## src/rtl/loader_pkg.sv

```systemverilog
// Shared types and widths for the program loader.
// The FSM state enum lives here so the loader and its bench agree on names.
package loader_pkg;

    localparam int ADDR_W = 32;
    localparam int WORD_W = 32;
    localparam int BYTE_W = 8;

    typedef enum logic [2:0] {
        IDLE,
        LEN,
        DATA,
        DONE,
        ERROR
    } state_t;

endpackage

```

## src/rtl/byte_assembler.sv

```systemverilog
// Collects accepted stream bytes into little-endian 32-bit words.
// The completed word and its strobe are combinational on the 4th accepted byte.
module byte_assembler
    import loader_pkg::*;
(
    input  logic              clk,
    input  logic              reset_n,
    input  logic              clear,
    input  logic              accept,
    input  logic [BYTE_W-1:0] in_byte,
    output logic [WORD_W-1:0] word,
    output logic              word_done
);

    logic [WORD_W-BYTE_W-1:0] shift;
    logic [1:0]               byte_index;

    // Only the three earlier bytes need storing; the 4th comes straight from the input.
    always_ff @(posedge clk or negedge reset_n) begin
        if (!reset_n) begin
            shift      <= '0;
            byte_index <= 2'd0;
        end else if (clear) begin
            shift      <= '0;
            byte_index <= 2'd0;
        end else if (accept) begin
            shift      <= {in_byte, shift[WORD_W-BYTE_W-1:BYTE_W]};
            byte_index <= byte_index + 2'd1;
        end
    end

    assign word      = {in_byte, shift};
    assign word_done = accept && (byte_index == 2'd3);

endmodule

```

## src/rtl/program_loader.sv

```systemverilog
// Streams a length-prefixed program into instruction memory while holding the cpu in reset.
// Releases the cpu once every word has been written; oversize programs park in ERROR.
module program_loader
    import loader_pkg::*;
#(
    parameter logic [ADDR_W-1:0] BASE_ADDR = 32'h0000_0000,
    parameter int                MAX_WORDS = 1024
) (
    input  logic              clk,
    input  logic              reset_n,
    input  logic              start,
    input  logic              in_valid,
    input  logic [BYTE_W-1:0] in_data,
    output logic              in_ready,
    output logic [ADDR_W-1:0] write_address,
    output logic [WORD_W-1:0] write_data,
    output logic              write_enable,
    output logic              cpu_reset_n,
    output logic              load_done,
    output logic              load_error,
    output logic [15:0]       words_loaded
);

    state_t            state;
    logic [WORD_W-1:0] length;
    logic [WORD_W-1:0] word;
    logic              word_done;
    logic              accept;
    logic              clear;
    logic              last_word;

    assign accept    = in_valid && in_ready;
    assign clear     = start && (state == IDLE || state == DONE || state == ERROR);
    assign last_word = ({16'd0, words_loaded} + 32'd1) == length;

    byte_assembler u_assembler (
        .clk       (clk),
        .reset_n   (reset_n),
        .clear     (clear),
        .accept    (accept),
        .in_byte   (in_data),
        .word      (word),
        .word_done (word_done)
    );

    // All outputs are registered alongside the state so they change on the same edge.
    always_ff @(posedge clk or negedge reset_n) begin
        if (!reset_n) begin
            state         <= IDLE;
            length        <= '0;
            in_ready      <= 1'b0;
            write_enable  <= 1'b0;
            write_address <= BASE_ADDR;
            write_data    <= '0;
            cpu_reset_n   <= 1'b0;
            load_done     <= 1'b0;
            load_error    <= 1'b0;
            words_loaded  <= 16'd0;
        end else begin
            write_enable <= 1'b0;
            case (state)
                IDLE, DONE, ERROR: begin
                    if (start) begin
                        state        <= LEN;
                        in_ready     <= 1'b1;
                        cpu_reset_n  <= 1'b0;
                        load_done    <= 1'b0;
                        load_error   <= 1'b0;
                        words_loaded <= 16'd0;
                    end
                end
                LEN: begin
                    if (word_done) begin
                        length <= word;
                        if (word == '0) begin
                            state       <= DONE;
                            in_ready    <= 1'b0;
                            load_done   <= 1'b1;
                            cpu_reset_n <= 1'b1;
                        end else if (word > 32'(MAX_WORDS)) begin
                            state      <= ERROR;
                            in_ready   <= 1'b0;
                            load_error <= 1'b1;
                        end else begin
                            state <= DATA;
                        end
                    end
                end
                DATA: begin
                    if (word_done) begin
                        write_enable  <= 1'b1;
                        write_data    <= word;
                        write_address <= BASE_ADDR + {14'd0, words_loaded, 2'b00};
                        words_loaded  <= words_loaded + 16'd1;
                        // The final write and the cpu release land on the same edge.
                        if (last_word) begin
                            state       <= DONE;
                            in_ready    <= 1'b0;
                            load_done   <= 1'b1;
                            cpu_reset_n <= 1'b1;
                        end
                    end
                end
                default: state <= IDLE;
            endcase
        end
    end

endmodule

```

## config.mk

```make
export PLATFORM = sky130hd
export DESIGN_NAME = program_loader
export DESIGN_NICKNAME = d
export VERILOG_FILES = /design/src/rtl/loader_pkg.sv /design/src/rtl/byte_assembler.sv /design/src/rtl/program_loader.sv
export SDC_FILE = /design/constraint.sdc
export NUM_CORES = 1
export LEC_CHECK = 0
export CAP_MARGIN = 30
export CORE_ASPECT_RATIO = 0.9
export CORE_MARGIN = 3
export CORE_UTILIZATION = 45
export DETAILED_ROUTE_END_ITERATION = 8
export HOLD_SLACK_MARGIN = 0.12
export PLACE_DENSITY = 0.73
export SKIP_CTS_REPAIR_TIMING = 1
export SLEW_MARGIN = 5
export SYNTH_ARGS = -nofsm -noshare
export SYNTH_HDL_FRONTEND = slang
export SYNTH_SLANG_ARGS = --single-unit
```

## constraint.sdc

```tcl
create_clock -name clk -period 3.05 [get_ports clk]
set_input_delay 0.7625 -clock clk [delete_from_list [all_inputs] [get_ports clk]]
set_output_delay 0.7625 -clock clk [all_outputs]
set_load 0.01 [all_outputs]
```

==> key figures, run 1 <==
Outcome
  • Run status: finished, final reports clean

Layout
  • P&R area growth vs syn: 23.3%
  • Commonest non-fill, non-tap cell in the layout: nand2_1
  • Share of cells above drive strength 1: 0.0816
  • Most frequent cells in the layout: 303 x nand2_1, 129 x dfrtp_1, 79 x clkdlybuf4s50_1
  • Fin util: 0.572
  • Nets: 812
  • Design area: 7700 µm²
  • Final cell count without fillers: a little under 1000
  • FILL cells: 1180
  • Ant diodes: 0

STA
  • Total Neg Setup Slack: 0 ns
  • Final hold violation count: 0
  • RSZ-0062 raised after global routing: false
  • Fmax: between 300 and 400 MHz
  • Hold_ws: between 0.3 and 0.4 ns
  • Clk_skew: a little under 0.008 ns
  • Worst-Margin Slew: 0.910 ns
  • Pins Over Slew Limit: 0
  • Tmin final: roughly 2.8 ns
  • Final worst-path cycle share: 0.930
  • Slew HR: 0.391
  • # setup viols final: 0

Yosys
  • Synth area leaders: dfrtp_1 52%, nand2_1 18%, a21oi_1 2.6%
  • Ys async rst share: 1.00
  • Seq/Total Area, Yosys: 0.517
  • Number of synthesized register bits: roughly 130
  • Synthesized area per cell: around 8.5 µm²
  • Number of synthesized flops with an enable pin: 0
  • Yosys top cell area share: 0.517
  • Leading area contributor after synthesis: dfrtp_1
  • Mapped cell area: 6240 µm²
  • Prevailing post-synth register cell: dfrtp_1
  • Cell variety after synth: 63
  • Cell count after synthesis: about 730
  • Yosys Warn Count: 0

Clocking
  • CTS tree: built
  • Num CTS Buffers: 17
  • Clock insertion delay at the later pin of the skew report: around 0.42 ns
  • Clock sinks: between 100 and 150
  • CTS root buffer: clkbuf_16
  • Register clock-pin slew on the reported worst setup and hold paths: ~0.060 ns
  • CTS H-Tree Depth: 4
  • Bufs on Longest Clock Path: 2

Routing
  • Routed vias/inst: roughly 5.5
  • 1st-pass router iterations: 5
  • Routed Antenna Nets: 0
  • Via count: around 5400
  • Drt wl/cell: around 17 µm
  • Total Routed Length: between 15000 and 20000 µm
  • DRT iter0 DRCs: ~460
  • Remaining DRCs: 0

Setup path
  • Critical path cell sequence: ha_1, nand3_1, o21ai_1, or2b_2, nor4_1, nand4_1, a2111o_1, a211oi_2
  • Worst Setup End Kind: flip-flop
  • Worst EP required: roughly 3.4 ns
  • CP max-delay cell: dfrtp_1
  • CP max FO: 9
  • Critical path class: flip-flop to flip-flop
  • Peak per-stage delay on the critical path: ~0.51 ns
  • Worst Path Arrival: about 3.2 ns
  • Critical path launch point type: flip-flop

Die
  • IO Pins: between 90 and 100
  • Die Y: 118 µm
  • Starting Density: 0.464
  • Die W: approximately 130 µm
  • CORE AREA: 13500 µm²
  • Row cnt: 40
  • Die Area: 15300 µm²

Global routing
  • Vias in the first global route: 5361
  • Largest net degree at the start of global routing: between 50 and 60
  • Global route total overflow: 0
  • First-pass GRT wire length: 27800 µm
  • Antenna violations before repair: 0
  • All-Layer GR Usage: 0.227

Placement
  • Gpl congestion: around 0.85
  • Port Buffers: 80
  • Placed instance area: just over 7000 µm²
  • Post-DP HPWL: between 10000 and 15000 µm
  • Number of placed instances, taps included: around 950

Power and ir drop
  • PwrDens: roughly 700 nW/µm²
  • Worst VDD drop: about 480 µV
  • LEAKAGE: 3.74 nW

Min path
  • Min-Delay Path Class: input pin to asynchronous set/reset pin

Run
  • MaxCap Viol Count: 0
## layout make-up
cell class,instances,area [µm²],share of cell area
clock buffer,21,460,0.0598
clock inverter,9,134,0.0174
inverter,4,15.0,0.00195
multi-input combinational,551,2720,0.353
sequential,129,3230,0.419
tap,168,210,0.0273
timing repair buffer,95,936,0.122
## final timing paths
kind,start,to,slack (ns),depth (start not counted)
setup / recovery,words_loaded[0]$_DFFE_PN0P_,load_done$_DFFE_PN0P_,0.21,8
hold / removal,reset_n,write_address[7]$_DFFE_PN0P_,0.40,1
setup reg to reg,words_loaded[0]$_DFFE_PN0P_,load_done$_DFFE_PN0P_,0.21,8
hold reg to reg,write_address[13]$_DFFE_PN0P_,write_address[13]$_DFFE_PN0P_,0.47,2
max in group asynchronous,reset_n,u_assembler.shift[14]$_DFFE_PN0P_,1.95,2
min in group clk,write_address[13]$_DFFE_PN0P_,write_address[13]$_DFFE_PN0P_,0.47,2
## flip-flops by register name (all words and copies together) (netlist names)
name	flops
write_data	32
words_loaded	16
load_error	1
state	3
u_assembler.byte_index	2
u_assembler.shift	24
in_ready	1
load_done	1
write_address	16
write_enable	1
length	32
## stage by stage
step | power, mW | setup WS, ns
after floorplan | 3.01 | 0.687
after global placement | 3.33 | 0.309
after detailed placement | 3.37 | 0.234
after CTS | 5.43 | 0.260
after global routing | 5.71 | 0.110
final | 5.42 | 0.214
## synthesized netlist by cell type, types with 7 or more instances
cell type,n
nor2_1,24
clkbuf_1,29
nor4_1,16
xnor2_1,9
buf_4,21
nand2_1,303
nor2b_1,8
xor2_1,8
nand3_1,13
nor3_1,7
a21oi_1,32
nand4_1,10
buf_2,9
o21ai_0,27
dfrtp_1,129
## report_power, final
part           switching [mW]  total (mW)  internal, mW
registers               0.333        2.32          1.99
logic                   0.597        1.04         0.443
clock network           0.735        2.05          1.32
total                    1.67        5.42          3.75
## critical path: cells and delay by family, from the launching register on
family                     cells  cell delay [ns]
and+or+nand+nor                4             1.12
AOI/OAI and AO/OA              3             0.74
DFF                            1             0.51
adders and majority gates      1             0.38
## layer usage
metal | GRT usage | part of all wire | vias to the layer above
met4 | 0.0883 | 0.026 | 0
met3 | 0.0490 | 0.055 | 37
met5 | 0 | 0 | -
met1 | 0.316 | 0.44 | 2628
met2 | 0.347 | 0.48 | 196
li1 | - | - | 2541
## logic make-up after synthesis
family | after synthesis | synth area share
buffers and inverters | 66 | 0.0581
other | 1 | 0.000601
and+or+nand+nor | 419 | 0.300
AOI/OAI and AO/OA | 97 | 0.0966
DFF | 129 | 0.517
xor gates and xnor gates | 17 | 0.0238
adders and majority gates | 2 | 0.00401
Power figures use the tool's default switching activity.
==> run 2, diff against run 1 <==
--- a/config.mk
+++ b/config.mk
@@ -9,8 +9,10 @@
 export CORE_ASPECT_RATIO = 0.9
 export CORE_MARGIN = 3
 export CORE_UTILIZATION = 45
+export CTS_CLUSTER_SIZE = 8
 export DETAILED_ROUTE_END_ITERATION = 8
 export HOLD_SLACK_MARGIN = 0.12
+export MAX_ROUTING_LAYER = met4
 export PLACE_DENSITY = 0.73
 export SKIP_CTS_REPAIR_TIMING = 1
 export SLEW_MARGIN = 5
==> run 2 against run 1 <==
Cell area down 0.15%. Core utilization down 0.084 points. Register-to-register slack gained 0.098 ns. Non-clock buffer count increased by 2. Flip-flop and latch count unchanged. Worst hold slack lost 0.074 ns. Clock skew grew 0.0014 ns. Combinational power about the same. Power down 1.1%. Clock power shrank 3%. Sequential share of layout area grew 0.061 points. Final cell count is 0.41% higher.
==> key figures, run 2 (synthesis gave the netlist of run 1 again) <==
STA
  • Tmin final: 2.74 ns (was 2.84 ns)
  • Hold_ws: 0.325 ns (was 0.398 ns)
  • Fmax: 365 MHz (was 353 MHz)
  • Total Neg Setup Slack: 0 ns (unchanged)
  • Worst-Margin Slew: 0.913 ns (was 0.910 ns)
  • Pins Over Slew Limit: 0 (unchanged)
  • Worst setup margin: 0.312 ns (was 0.214 ns)
  • Slew HR: 0.389 (was 0.391)
  • Final worst-path cycle share: 0.898 (was 0.930)
  • Clk_skew: 0.00920 ns (was 0.00785 ns)
  • Final hold violation count: 0 (unchanged)
  • # setup viols final: 0 (unchanged)
  • RSZ-0062 raised after global routing: false (unchanged)

Clocking
  • CTS H-Tree Depth: 4 (unchanged)
  • Clock insertion delay at the later pin of the skew report: 0.42 ns (about the same)
  • CTS root buffer: clkbuf_16 (unchanged)
  • Bufs on Longest Clock Path: 2 (unchanged)
  • Clock sinks: 129 (unchanged)
  • CTS tree: built (unchanged)
  • Register clock-pin slew on the reported worst setup and hold paths: 0.06 ns (about the same)
  • Num CTS Buffers: 17 (unchanged)

Power and ir drop
  • Worst VDD drop: 423 µV (was 479 µV)
  • PwrDens: 696 nW/µm² (was 703 nW/µm²)
  • LEAKAGE: 3.75 nW (was 3.74 nW)
  • Pwr Total: 5.35 mW (was 5.42 mW)

Setup path
  • Worst Path Arrival: 3.06 ns (was 3.16 ns)
  • Reg2Reg Launch Point: words_loaded[1]$_DFFE_PN0P_ (was words_loaded[0]$_DFFE_PN0P_)
  • Worst Setup End Kind: flip-flop (unchanged)
  • Worst EP required: 3.38 ns (was 3.37 ns)
  • FF-to-FF End: load_done$_DFFE_PN0P_ (unchanged)
  • Critical path launch point type: flip-flop (unchanged)
  • Reg2reg path depth: 8 (unchanged)
  • Critical path class: flip-flop to flip-flop (unchanged)
  • FF-to-FF setup slack: 0.31 ns (was 0.21 ns)
  • CP max FO: 8 (was 9)

Global routing
  • First-pass GRT wire length: 27000 µm (was 27800 µm)
  • Largest net degree at the start of global routing: 53 (was 55)
  • Vias in the first global route: 5253 (was 5361)
  • Antenna violations before repair: 0 (unchanged)
  • Global route total overflow: 0 (unchanged)
  • All-Layer GR Usage: 0.227 (about the same)

Layout
  • Commonest non-fill, non-tap cell in the layout: nand2_1 (unchanged)
  • Final cell count without fillers: 981 (was 977)
  • Share of cells above drive strength 1: 0.0861 (was 0.0816)
  • P&R area growth vs syn: 23.1% (was 23.3%)
  • Nets: 814 (was 812)
  • Top flop regs: length (32), write_data (32), u_assembler.shift (24) (unchanged)
  • Most frequent cells in the layout: 303 x nand2_1, 129 x dfrtp_1, 79 x clkdlybuf4s50_1 (unchanged)
  • Ant diodes: 0 (unchanged)
  • Design area: 7690 µm² (was 7700 µm²)
  • Fin util: 0.571 (was 0.572)
  • FILL cells: 1195 (was 1180)

Routing
  • Remaining DRCs: 0 (unchanged)
  • Drt wl/cell: 16.5 µm (was 16.7 µm)
  • DRT iter0 DRCs: 443 (was 459)
  • Routed vias/inst: 5.45 (was 5.53)
  • Via count: 5344 (was 5402)
  • Routed Antenna Nets: 0 (unchanged)
  • 1st-pass router iterations: 5 (unchanged)
  • Total Routed Length: 16200 µm (was 16300 µm)

Die
  • Die W: 130 µm (unchanged)
  • IO Pins: 97 (unchanged)
  • Die Area: 15300 µm² (unchanged)
  • Row cnt: 40 (unchanged)
  • Starting Density: 0.464 (unchanged)
  • Die Y: 118 µm (unchanged)
  • CORE AREA: 13500 µm² (unchanged)

Outcome
  • Run status: finished, final reports clean (unchanged)

Placement
  • Port Buffers: 80 (unchanged)
  • Number of placed instances, taps included: 949 (was 947)
  • Pre-CTS WS: 0.174 ns (was 0.234 ns)
  • Post-DP HPWL: 11300 µm (was 11400 µm)
  • Placed instance area: 7110 µm² (about the same)
  • Gpl congestion: 0.909 (was 0.855)

Min path
  • Min-Delay Path Class: input pin to asynchronous set/reset pin (unchanged)

Run
  • MaxCap Viol Count: 0 (unchanged)
-- run 2: changes by cell type in the layout (fill, tap and decap cells not counted) --
cell and change:
buf_4 +3, clkinv_4 +3, clkinv_2 +2, clkinvlp_4 -2, buf_12 -1, bufinv_16 -1, clkbuf_8 -1, inv_6 +1
-- run 2: worst max path at each step --
stage	startpoint	endpoint	slack [ns]	depth (start not counted)
2_1_floorplan	words_loaded[0]$_DFFE_PN0P_	load_done$_DFFE_PN0P_	0.69	10
3_3_place_gp	in_valid	load_done$_DFFE_PN0P_	0.31	8
3_5_place_dp	in_valid	load_done$_DFFE_PN0P_	0.17	8
4_1_cts	words_loaded[1]$_DFFE_PN0P_	load_done$_DFFE_PN0P_	0.34	8
5_1_grt	words_loaded[1]$_DFFE_PN0P_	load_done$_DFFE_PN0P_	0.17	8
6_report	words_loaded[1]$_DFFE_PN0P_	load_done$_DFFE_PN0P_	0.31	8
-- run 2: layer usage --
layer	routed length, µm	GRT usage	part of all wire
met2	7590	0.338	0.47
met5	0	-	0
met3	730	0.0463	0.045
met4	470	0.0883	0.029
met1	7420	0.306	0.46
-- run 2: area by class of cell --
class                      instances  area (µm²)  area share
sequential                       129        3230       0.420
multi-input combinational        551        2720       0.353
timing repair buffer              97         938       0.122
clock buffer                      20         447      0.0581
tap                              168         210      0.0273
clock inverter                    12         134      0.0174
inverter                           4        15.0     0.00195
-- run 2: critical path: stages, from the launching register on --
cell and delay [ns]:
dfrtp_1 0.46, ha_1 0.37, nand3_1 0.23, o21ai_1 0.22
or2b_2 0.32, nor4_1 0.35, nand4_1 0.15, a2111o_1 0.35
a211oi_2 0.20
-- run 2: power by group --
group	leakage [nW]	switching (mW)	internal, mW
Clock	0.280	0.766	1.23
Combinational	1.70	0.595	0.442
Sequential	1.76	0.336	1.99
Total	3.75	1.70	3.66
==> run 3, diff against run 2 <==
--- a/config.mk
+++ b/config.mk
@@ -15,6 +15,7 @@
 export MAX_ROUTING_LAYER = met4
 export PLACE_DENSITY = 0.73
 export SKIP_CTS_REPAIR_TIMING = 1
+export SKIP_LAST_GASP = 1
 export SLEW_MARGIN = 5
 export SYNTH_ARGS = -nofsm -noshare
 export SYNTH_HDL_FRONTEND = slang
==> results of run 3 <==
Same layout as run 2: the final DEF is identical, and so are final timing and power.
